==> src/rtl/ahb_lite_fir_mac_if.sv <==
//------------------------------------------------------------------------------
// Module   : ahb_lite_fir_mac_if
// Brief    : AHB-Lite slave-side bus bundle for the FIR MAC block.
// Revision : 1.0
//------------------------------------------------------------------------------
`default_nettype none

interface ahb_lite_fir_mac_if #(
   parameter int DATA_W  = 16,
   parameter int HADDR_W = 8
);
   logic               hsel;
   logic [HADDR_W-1:0] haddr;
   logic [1:0]         htrans;
   logic               hwrite;
   logic [DATA_W-1:0]  hwdata;
   logic [DATA_W-1:0]  hrdata;
   logic               hready;
   logic               hresp;

   modport master (
      output hsel, haddr, htrans, hwrite, hwdata,
      input  hrdata, hready, hresp
   );

   modport slave (
      input  hsel, haddr, htrans, hwrite, hwdata,
      output hrdata, hready, hresp
   );
endinterface

`default_nettype wire

==> src/rtl/ahb_lite_fir_mac.sv <==
//------------------------------------------------------------------------------
// Module   : ahb_lite_fir_mac
// Brief    : AHB-Lite FIR filter, sequential single-multiplier MAC with
//            saturating output. Optional irq output via macro FIR_IRQ_EN.
// Revision : 1.0
//------------------------------------------------------------------------------
`default_nettype none

module ahb_lite_fir_mac #(
   parameter int DATA_W   = 16,
   parameter int NUM_TAPS = 8,
   parameter int HADDR_W  = 8
) (
   input  logic               clk,
   input  logic               rst,
   ahb_lite_fir_mac_if.slave  bus
`ifdef FIR_IRQ_EN
   ,
   output logic               irq
`endif
);

   localparam int IDX_W = HADDR_W - 2;
   localparam int CNT_W = $clog2(NUM_TAPS);
   localparam int ACC_W = 2*DATA_W + CNT_W;

   typedef enum logic [1:0] {S_IDLE = 2'd0, S_MAC = 2'd1, S_DONE = 2'd2} state_t;

   state_t                    state_q, state_d;
   logic signed [DATA_W-1:0]  coef_q [NUM_TAPS];
   logic signed [DATA_W-1:0]  hist_q [NUM_TAPS];
   logic signed [ACC_W-1:0]   acc_q, acc_d;
   logic [CNT_W-1:0]          tap_q, tap_d;
   logic [DATA_W-1:0]         result_q, sample_q;
   logic                      busy_q, err_q, rv_q;
   logic                      dp_q, dwrite_q, err2_q;
   logic [IDX_W-1:0]          didx_q;

   logic                      w_capture, w_map, w_err, w_stall, w_wr, w_rd;
   logic                      is_status, is_result, is_sample, is_ctrl, is_coef;
   logic [31:0]               w_idx;
   logic [CNT_W-1:0]          w_k;
   logic signed [2*DATA_W-1:0] w_prod;
   logic signed [ACC_W-1:0]   w_shift;
   logic                      w_sat;
   logic [DATA_W-1:0]         w_sat_val, w_status;
   logic                      w_irq_bit;
   logic                      w_unused;

   assign w_unused  = ^bus.haddr[1:0];
   assign w_capture = bus.hsel && bus.htrans[1] && bus.hready;

   // Decode of the registered data-phase address
   assign w_idx     = 32'(didx_q);
   assign w_k       = didx_q[CNT_W-1:0] - CNT_W'(4);
   assign is_status = (w_idx == 32'd0);
   assign is_result = (w_idx == 32'd1);
   assign is_sample = (w_idx == 32'd2);
   assign is_ctrl   = (w_idx == 32'd3);
   assign is_coef   = (w_idx >= 32'd4) && (w_idx < 32'(4 + NUM_TAPS));
   assign w_map     = is_status | is_result | is_sample | is_ctrl | is_coef;

   assign w_err   = dp_q && (!w_map || (dwrite_q && (is_status || is_result)));
   assign w_stall = dp_q && dwrite_q && !w_err && busy_q;
   assign w_wr    = dp_q && dwrite_q && !w_err && !busy_q;
   assign w_rd    = dp_q && !dwrite_q && !w_err;

   assign bus.hready = !((w_err && !err2_q) || w_stall);
   assign bus.hresp  = w_err;

`ifdef FIR_IRQ_EN
   assign w_irq_bit = irq;
`else
   assign w_irq_bit = 1'b0;
`endif

   always_comb begin
      w_status      = '0;
      w_status[3:0] = {w_irq_bit, rv_q, err_q, busy_q};
   end

   always_comb begin
      bus.hrdata = '0;
      if (w_rd) begin
         if (is_status)      bus.hrdata = w_status;
         else if (is_result) bus.hrdata = result_q;
         else if (is_sample) bus.hrdata = sample_q;
         else if (is_coef)   bus.hrdata = coef_q[w_k];
      end
   end

   // Saturate when the bits above the result's sign bit disagree with it
   assign w_prod  = hist_q[tap_q] * coef_q[tap_q];
   assign w_shift = acc_q >>> (DATA_W-1);
   assign w_sat   = !((&w_shift[ACC_W-1:DATA_W-1]) || !(|w_shift[ACC_W-1:DATA_W-1]));
   always_comb begin
      w_sat_val = w_shift[DATA_W-1:0];
      if (w_sat) w_sat_val = {w_shift[ACC_W-1], {(DATA_W-1){~w_shift[ACC_W-1]}}};
   end

   always_comb begin
      state_d = state_q;
      acc_d   = acc_q;
      tap_d   = tap_q;
      case (state_q)
         S_IDLE: begin
            if (w_wr && is_sample) begin
               state_d = S_MAC;
               acc_d   = '0;
               tap_d   = '0;
            end
         end
         S_MAC: begin
            acc_d = acc_q + ACC_W'(w_prod);
            if (tap_q == CNT_W'(NUM_TAPS-1)) state_d = S_DONE;
            else                             tap_d   = tap_q + 1'b1;
         end
         S_DONE:  state_d = S_IDLE;
         default: state_d = S_IDLE;
      endcase
   end

   always_ff @(posedge clk) begin
      if (rst) begin
         state_q  <= S_IDLE;
         acc_q    <= '0;
         tap_q    <= '0;
         result_q <= '0;
         sample_q <= '0;
         busy_q   <= 1'b0;
         err_q    <= 1'b0;
         rv_q     <= 1'b0;
         dp_q     <= 1'b0;
         dwrite_q <= 1'b0;
         err2_q   <= 1'b0;
         didx_q   <= '0;
         for (int k = 0; k < NUM_TAPS; k++) begin
            coef_q[k] <= '0;
            hist_q[k] <= '0;
         end
`ifdef FIR_IRQ_EN
         irq      <= 1'b0;
`endif
      end else begin
         state_q <= state_d;
         acc_q   <= acc_d;
         tap_q   <= tap_d;
         err2_q  <= w_err && !err2_q;
         if (bus.hready) dp_q <= w_capture;
         if (w_capture) begin
            didx_q   <= bus.haddr[HADDR_W-1:2];
            dwrite_q <= bus.hwrite;
         end
         if (w_wr && is_sample) begin
            sample_q <= bus.hwdata;
            for (int k = NUM_TAPS-1; k > 0; k--) hist_q[k] <= hist_q[k-1];
            hist_q[0] <= bus.hwdata;
            busy_q    <= 1'b1;
         end
         if (w_wr && is_coef) coef_q[w_k] <= bus.hwdata;
         if (state_q == S_DONE) begin
            result_q <= w_sat_val;
            rv_q     <= 1'b1;
            busy_q   <= 1'b0;
            if (w_sat) err_q <= 1'b1;
         end
         // Clear comes after the DONE update so it takes priority
         if (w_wr && is_ctrl && bus.hwdata[0]) begin
            for (int k = 0; k < NUM_TAPS; k++) hist_q[k] <= '0;
            err_q <= 1'b0;
            rv_q  <= 1'b0;
         end
`ifdef FIR_IRQ_EN
         if (w_rd && is_result)  irq <= 1'b0;
         if (state_q == S_DONE)  irq <= 1'b1;
`endif
      end
   end

endmodule

`default_nettype wire

==> src/flat_wrapper.sv <==
// flat-port wrapper written by rule: the top's interface ports become plain ports
module ahb_lite_fir_mac_flat 
#(
   parameter int DATA_W   = 16,
   parameter int NUM_TAPS = 8,
   parameter int HADDR_W  = 8
)
  (clk, rst, bus_hsel, bus_haddr, bus_htrans, bus_hwrite, bus_hwdata, bus_hrdata, bus_hready, bus_hresp);
  ahb_lite_fir_mac_if #(.DATA_W(DATA_W), .HADDR_W(HADDR_W)) bus_i ();
  input  logic clk;
  input  logic rst;
  input wire logic [$bits(bus_i.hsel)-1:0] bus_hsel;
  input wire logic [$bits(bus_i.haddr)-1:0] bus_haddr;
  input wire logic [$bits(bus_i.htrans)-1:0] bus_htrans;
  input wire logic [$bits(bus_i.hwrite)-1:0] bus_hwrite;
  input wire logic [$bits(bus_i.hwdata)-1:0] bus_hwdata;
  output wire logic [$bits(bus_i.hrdata)-1:0] bus_hrdata;
  output wire logic [$bits(bus_i.hready)-1:0] bus_hready;
  output wire logic [$bits(bus_i.hresp)-1:0] bus_hresp;
  assign bus_i.hsel = bus_hsel;
  assign bus_i.haddr = bus_haddr;
  assign bus_i.htrans = bus_htrans;
  assign bus_i.hwrite = bus_hwrite;
  assign bus_i.hwdata = bus_hwdata;
  assign bus_hrdata = bus_i.hrdata;
  assign bus_hready = bus_i.hready;
  assign bus_hresp = bus_i.hresp;
  ahb_lite_fir_mac #(.DATA_W(DATA_W), .NUM_TAPS(NUM_TAPS), .HADDR_W(HADDR_W)) u_core (.clk(clk), .rst(rst), .bus(bus_i));
endmodule
==> config.mk <==
export PLATFORM = sky130hd
export DESIGN_NAME = ahb_lite_fir_mac_flat
export DESIGN_NICKNAME = d
export VERILOG_FILES = /design/src/rtl/ahb_lite_fir_mac_if.sv /design/src/rtl/ahb_lite_fir_mac.sv /design/src/flat_wrapper.sv
export SDC_FILE = /design/constraint.sdc
export NUM_CORES = 1
export LEC_CHECK = 0
export CAP_MARGIN = 10
export CORE_MARGIN = 3
export CORE_UTILIZATION = 50
export CTS_BUF_LIST = sky130_fd_sc_hd__clkbuf_4 sky130_fd_sc_hd__clkbuf_8
export DETAILED_ROUTE_END_ITERATION = 12
export PLACE_DENSITY = 0.67
export REMOVE_ABC_BUFFERS = 1
export SKIP_CTS_REPAIR_TIMING = 1
export SLEW_MARGIN = 20
export SYNTH_ARGS = -nofsm -noshare
export SYNTH_HDL_FRONTEND = slang
export SYNTH_SLANG_ARGS = --single-unit
==> constraint.sdc <==
create_clock -name clk -period 8.7 [get_ports clk]
set_input_delay 1.74 -clock clk [delete_from_list [all_inputs] [get_ports clk]]
set_output_delay 1.74 -clock clk [all_outputs]
set_load 0.05 [all_outputs]
* After elaboration in Yosys (flattened, before gate mapping)
Memories as Yosys holds them, arrays and structs flattened. A register that Yosys moved wholly into a read port is not among the register bits. Cells that the tools add are included.
Operators by class: magnitude comparators 2, eq/ne operators 9, multiply operators 1, $add $sub $neg 3, muxes and demuxes 48, bitwise gates (word level) 22, reduce and logical (&&, ||, !) cells 39
Operator list (count):
- 2-to-1 mux 16 bit | 23
- case mux 35 bit (2 select lines) | 1
- adder 35 x 32 -> 35 bit | 1
- 2-to-1 mux 35 bit | 1
- zero test 32 bit | 1
- multiplier 16 x 16 -> 32 bit | 1
- 2-to-1 mux 3 bit | 7
- OR 1 bit | 20
- logical AND 1 bit | 16
- OR reduction 16 bit | 1
- equality test 6 x 2 -> 1 bit (second input constant) | 2
- 2-to-1 mux 1 bit | 12
- zero test 1 bit | 7
- equality test 6 x 1 -> 1 bit (second input constant) | 1
- >= comparator 6 x 3 -> 1 bit (second input constant) | 1
- < comparator 6 x 4 -> 1 bit (second input constant) | 1
- case mux 3 bit (2 select lines) | 1
- AND reduction 2 bit | 3
- AND reduction 5 bit | 1
- OR reduction 5 bit | 1
- logical OR 1 bit | 4
- 2-to-1 mux 2 bit | 2
- != test 2 x 1 -> 1 bit (second input constant) | 2
- case mux 2 bit (2 select lines) | 1
- other kinds (11) | 13
Word-level totals: input bits 30, output and inout bits 18, memories kept 2, flip-flop bits (word level) 84, logic and storage cells 138, bits in writable memories 256
Memory list:
- u_core.coef_q | words 8, width 16, rd ports 2, clocked after memory_dff 1, wr ports 8, RTL line ahb_lite_fir_mac.sv:30 | logic signed [DATA_W-1:0] coef_q [NUM_TAPS];
- u_core.hist_q | words 8, width 16, rd ports 8, clocked after memory_dff 1, wr ports 8, RTL line ahb_lite_fir_mac.sv:31 | logic signed [DATA_W-1:0] hist_q [NUM_TAPS];

* Longest topological paths before layout
depth in word-level cells 17, depth in mapped cells 28, gate-level depth less buffers 25

* Worst setup path after synthesis
OpenSTA, ideal clock, no wires.
kind register to register, start point reg (tool-made name), end point reg u_core.acc_q[28], library setup time 117 ps, clock period less this slack 7337 ps, slack 1363 ps, required time 8583 ps, buffers on the path 3, stages on the path, launching flop included 27, arrival 7220 ps, cells stage by stage dfxtp_1 buf_2 buf_2 buf_2 mux4_2 mux2i_1 nor2_1 fa_1 inv_1 fa_1 fa_1 fa_1 inv_1 fa_1 inv_1 fa_1 inv_1 ha_1 a211oi_1 o21bai_1 a211oi_1 o22ai_1 o21ai_1 inv_1 a21o_1 xor2_1 a22o_1
RTL lines:
- end signal, assigned | RTL line ahb_lite_fir_mac.sv:126 | acc_q <= '0;
- end signal, assigned | RTL line ahb_lite_fir_mac.sv:146 | acc_q <= acc_d;
- end, declared | RTL line ahb_lite_fir_mac.sv:32 | logic signed [ACC_W-1:0] acc_q, acc_d;

==> impl_metrics.py <==
metrics = {
    "route": {
        "detailedRoute.firstPassIterationCount": 5,
        "via_count": 18893,
        "wl_per_cell_um": 22.4,
        "drtIter0Drc": 1994,
        "post_route_drc": 0,
        "antenna_left": 0,
        "drt-vias-per-instance": 5.92,
        "postRouteWirelength_mm": 71.5,
    },
    "hold_path": {
        "holdPathStages": 1,
        "hold_class": "flip-flop to flip-flop",
        "holdPathEnd": "u_core.err2_q$_SDFF_PP0_",
        "launch_instance_of_the_worst_min_delay_path": "u_core.err2_q$_SDFF_PP0_",
    },
    "die": {
        "core-area_mm2": 0.0520,
        "floorplan.die.width_um": 237,
        "die-height_um": 237,
        "io-pin-count": 48,
        "start_util_pct": 51.2,
        "die_area_mm2": 0.0561,
        "floorplan.rows": 83,
    },
    "grt": {
        "largest_net_degree_at_the_start_of_global_routing": 124,
        "gr-usage-met1_pct": 34.1,
        "globalRoute.busiestLayer": "met2",
        "antenna_found_initial": 0,
        "globalRouteOverflowTotal": 0,
        "grt_util_met2_pct": 43.0,
        "wire_length_of_the_first_global_routing_pass_mm": 114,
        "grt_util_all_layers_pct": 26.2,
        "global_route.usage.met3_pct": 4.44,
        "first_global_vias": 20273,
    },
    "timing": {
        "timing.fmax_mhz": 127,
        "setup_viol": 0,
        "fin_worst_skew_ps": 44.8,
        "rsz0062_at_grt": "false",
        "post-route-worst-setup-slack_ps": 810,
        "min_period_over_period_pct": 90.7,
        "fin_setup_tns_ps": 0,
        "timing.hold.ws_ps": 459,
        "slew-limit-headroom_pct": 20.3,
        "layout_min_cycle_time_ps": 7890,
        "tightest_slew_ps": 1190,
        "report.final.slew_viol_count": 0,
        "report.final.hold_viol_count": 0,
    },
    "setup_path": {
        "cp_slowest_cell": "sky130_fd_sc_hd__dfxtp_4",
        "critPathMostFrequentCell": "sky130_fd_sc_hd__fa_1",
        "rrSetupSlack_ps": 810,
        "crit_path_start_kind": "flip-flop",
        "crit_required_ps": 9260,
        "critPathArrivalTime_ps": 8450,
        "regToRegEndpoint": "u_core.acc_q[33]$_SDFFE_PP0P_",
        "worst-setup-path-type": "flip-flop to flip-flop",
        "critical_path.max_fanout": 21,
        "worst_r2r_path_depth": 25,
        "setup.worst_path.end_class": "flip-flop",
        "crit_path_largest_cell_delay_ps": 650,
    },
    "clock_network": {
        "tritoncts_num_sinks": 343,
        "h_tree_depth_reported_by_cts": 2,
        "cts_tree": "done",
        "buffer_depth_of_the_longest_clock_path": 3,
        "cts_made_buffers": 59,
        "worst_setup_hold_path_clk_slew_ps": 60,
        "clock_insertion_delay_worst_skew_ps": 690,
        "clk_root_buffer_cell": "sky130_fd_sc_hd__clkbuf_8",
    },
    "placed_design": {
        "dpl_worst_slack_ps": 830,
        "place.detailed.hpwl_mm": 50.8,
        "post-place-cells": 3080,
        "placement.io_buffers": 44,
        "globalplace.congestion": 0.893,
        "post_dp_cell_area_mm2": 0.0280,
    },
    "synth": {
        "synth.ff_latch_count": 343,
        "syn-cell-area_mm2": 0.0267,
        "yosys_warnings": 0,
        "post_synth.cell_area_avg_um2": 11.0,
        "post-synth-top-area-fraction_pct": 28.8,
        "netlist_top_cells_count": "sky130_fd_sc_hd__inv_1 (372), sky130_fd_sc_hd__fa_1 (310), sky130_fd_sc_hd__edfxtp_1 (256)",
        "synthDominantAreaCellType": "sky130_fd_sc_hd__edfxtp_1",
        "synth-seq-area-share_pct": 35.4,
        "dominant_cell_by_count_in_the_synthesized_netlist": "sky130_fd_sc_hd__inv_1",
        "netlist_top_cells_area": "sky130_fd_sc_hd__edfxtp_1 (29%), sky130_fd_sc_hd__fa_1 (23%), sky130_fd_sc_hd__dfxtp_1 (6.5%)",
        "synth_cell_type_count": 64,
        "post_synth_inst_count": 2416,
        "synth_enable_flop_cells": 256,
        "yosys_most_used_dff": "sky130_fd_sc_hd__edfxtp_1",
        "synth-async-reset-ratio_pct": 0,
    },
    "flow_run": {
        "number_of_max_capacitance_violations_reported": 0,
    },
    "layout": {
        "layout_net_count": 2908,
        "insertedDiodeCount": 0,
        "final_util_pct": 56.3,
        "finish.cell_count_without_fillers": 3192,
        "syn_to_final_growth_pct": 9.96,
        "stdcell_area_mm2": 0.0293,
        "storage_element_area_mm2": 0.00944,
        "post_route_cells_drive_above_1_share_pct": 10.9,
        "area_of_combinational_cells_with_multiple_inputs_mm2": 0.0154,
        "fillers": 4400,
    },
    "power": {
        "p_leak_nw": 13.2,
        "pwr_density_cell_mw_per_mm2": 192,
        "vdd.ir_drop.worst_mv": 0.269,
        "power.total_mw": 5.63,
    },
    "outcome": {
        "status": "finished, final reports clean",
    },
}
sequential cells by signal, summed over array words and instances, names as in the netlist, named ones only:
signal and count:
u_core.state_q 2, u_core.result_q 16, u_core.rv_q 1, u_core.hist_q 128
u_core.err2_q 1, u_core.busy_q 1, u_core.err_q 1, u_core.dp_q 1
u_core.didx_q 6, u_core.dwrite_q 1, u_core.acc_q 35, u_core.sample_q 16
u_core.tap_q 3, u_core.coef_q 128
metal layers:
metal	wire, µm	vias to the layer above
met5	0	-
met4	3810	0
met3	6290	219
met2	34000	971
met1	27400	9495
li1	-	8208
placed cells by master (no fill, tap or decap), types with 8 or more instances in the layout:
cell	instances
sky130_fd_sc_hd__a21o_1	19
sky130_fd_sc_hd__a21oi_1	56
sky130_fd_sc_hd__a222oi_1	10
sky130_fd_sc_hd__a22o_1	16
sky130_fd_sc_hd__a22oi_1	23
sky130_fd_sc_hd__and2_1	137
sky130_fd_sc_hd__and3_1	137
sky130_fd_sc_hd__buf_4	56
sky130_fd_sc_hd__clkbuf_4	21
sky130_fd_sc_hd__clkbuf_8	69
sky130_fd_sc_hd__clkdlybuf4s50_1	43
sky130_fd_sc_hd__clkinv_1	9
sky130_fd_sc_hd__dfxtp_1	84
sky130_fd_sc_hd__edfxtp_1	256
sky130_fd_sc_hd__fa_1	310
sky130_fd_sc_hd__ha_1	106
sky130_fd_sc_hd__inv_1	372
sky130_fd_sc_hd__mux2_2	24
sky130_fd_sc_hd__mux2i_1	34
sky130_fd_sc_hd__mux4_2	64
sky130_fd_sc_hd__nand2_1	171
sky130_fd_sc_hd__nor2_1	222
sky130_fd_sc_hd__nor2b_1	8
sky130_fd_sc_hd__nor3_1	20
sky130_fd_sc_hd__o21ai_0	26
sky130_fd_sc_hd__o21ai_1	10
sky130_fd_sc_hd__o22ai_1	61
sky130_fd_sc_hd__xnor2_1	29
sky130_fd_sc_hd__xor2_1	9
logic make-up after synthesis:
kind of cell / count (synthesis) / synth area share (%)
and+or+nand+nor: 736 / 13.6
DFF: 343 / 35.4
xor gates and xnor gates: 38 / 1.25
buffers and inverters: 490 / 7.04
adders and majority gates: 416 / 28.3
muxes: 123 / 7.73
AOI/OAI and AO/OA: 270 / 6.79
cell type report:
type,instances,share of cell area [%]
Clock buffer,90,3.78
Timing Repair Buffer,103,3.09
Sequential cell,343,32.2
Tap cell,680,2.90
Clock inverter,21,0.704
Inverter,372,4.76
Multi-Input combinational cell,1583,52.6
worst max path at each step:
stage                                          endpoint  slack [ps]  cells after the start
after global placement    u_core.acc_q[28]$_SDFFE_PP0P_         880                     25
final                     u_core.acc_q[33]$_SDFFE_PP0P_         810                     25
after floorplan           u_core.acc_q[28]$_SDFFE_PP0P_        -750                     25
after global routing      u_core.acc_q[27]$_SDFFE_PP0P_         320                     25
after detailed placement  u_core.acc_q[33]$_SDFFE_PP0P_         830                     25
after CTS                 u_core.acc_q[33]$_SDFFE_PP0P_         810                     25
critical path, delay by kind of cell, from the launching register on:
family | cells | cell delay (ps)
simple gates | 6 | 1080
flops | 1 | 650
compound gates | 4 | 1140
buf+inv | 6 | 870
fa+ha+maj | 7 | 3060
mux | 2 | 980
where the power goes:
| part | total (mW) | internal, mW | switching [mW] | leakage [nW] |
|---|---|---|---|---|
| Combinational | 2.18 | 0.904 | 1.27 | 9.13 |
| Clock | 1.63 | 0.908 | 0.717 | 0.696 |
| Sequential | 1.82 | 1.80 | 0.0283 | 3.34 |
Note: power is estimated with default switching activity, not from simulation.
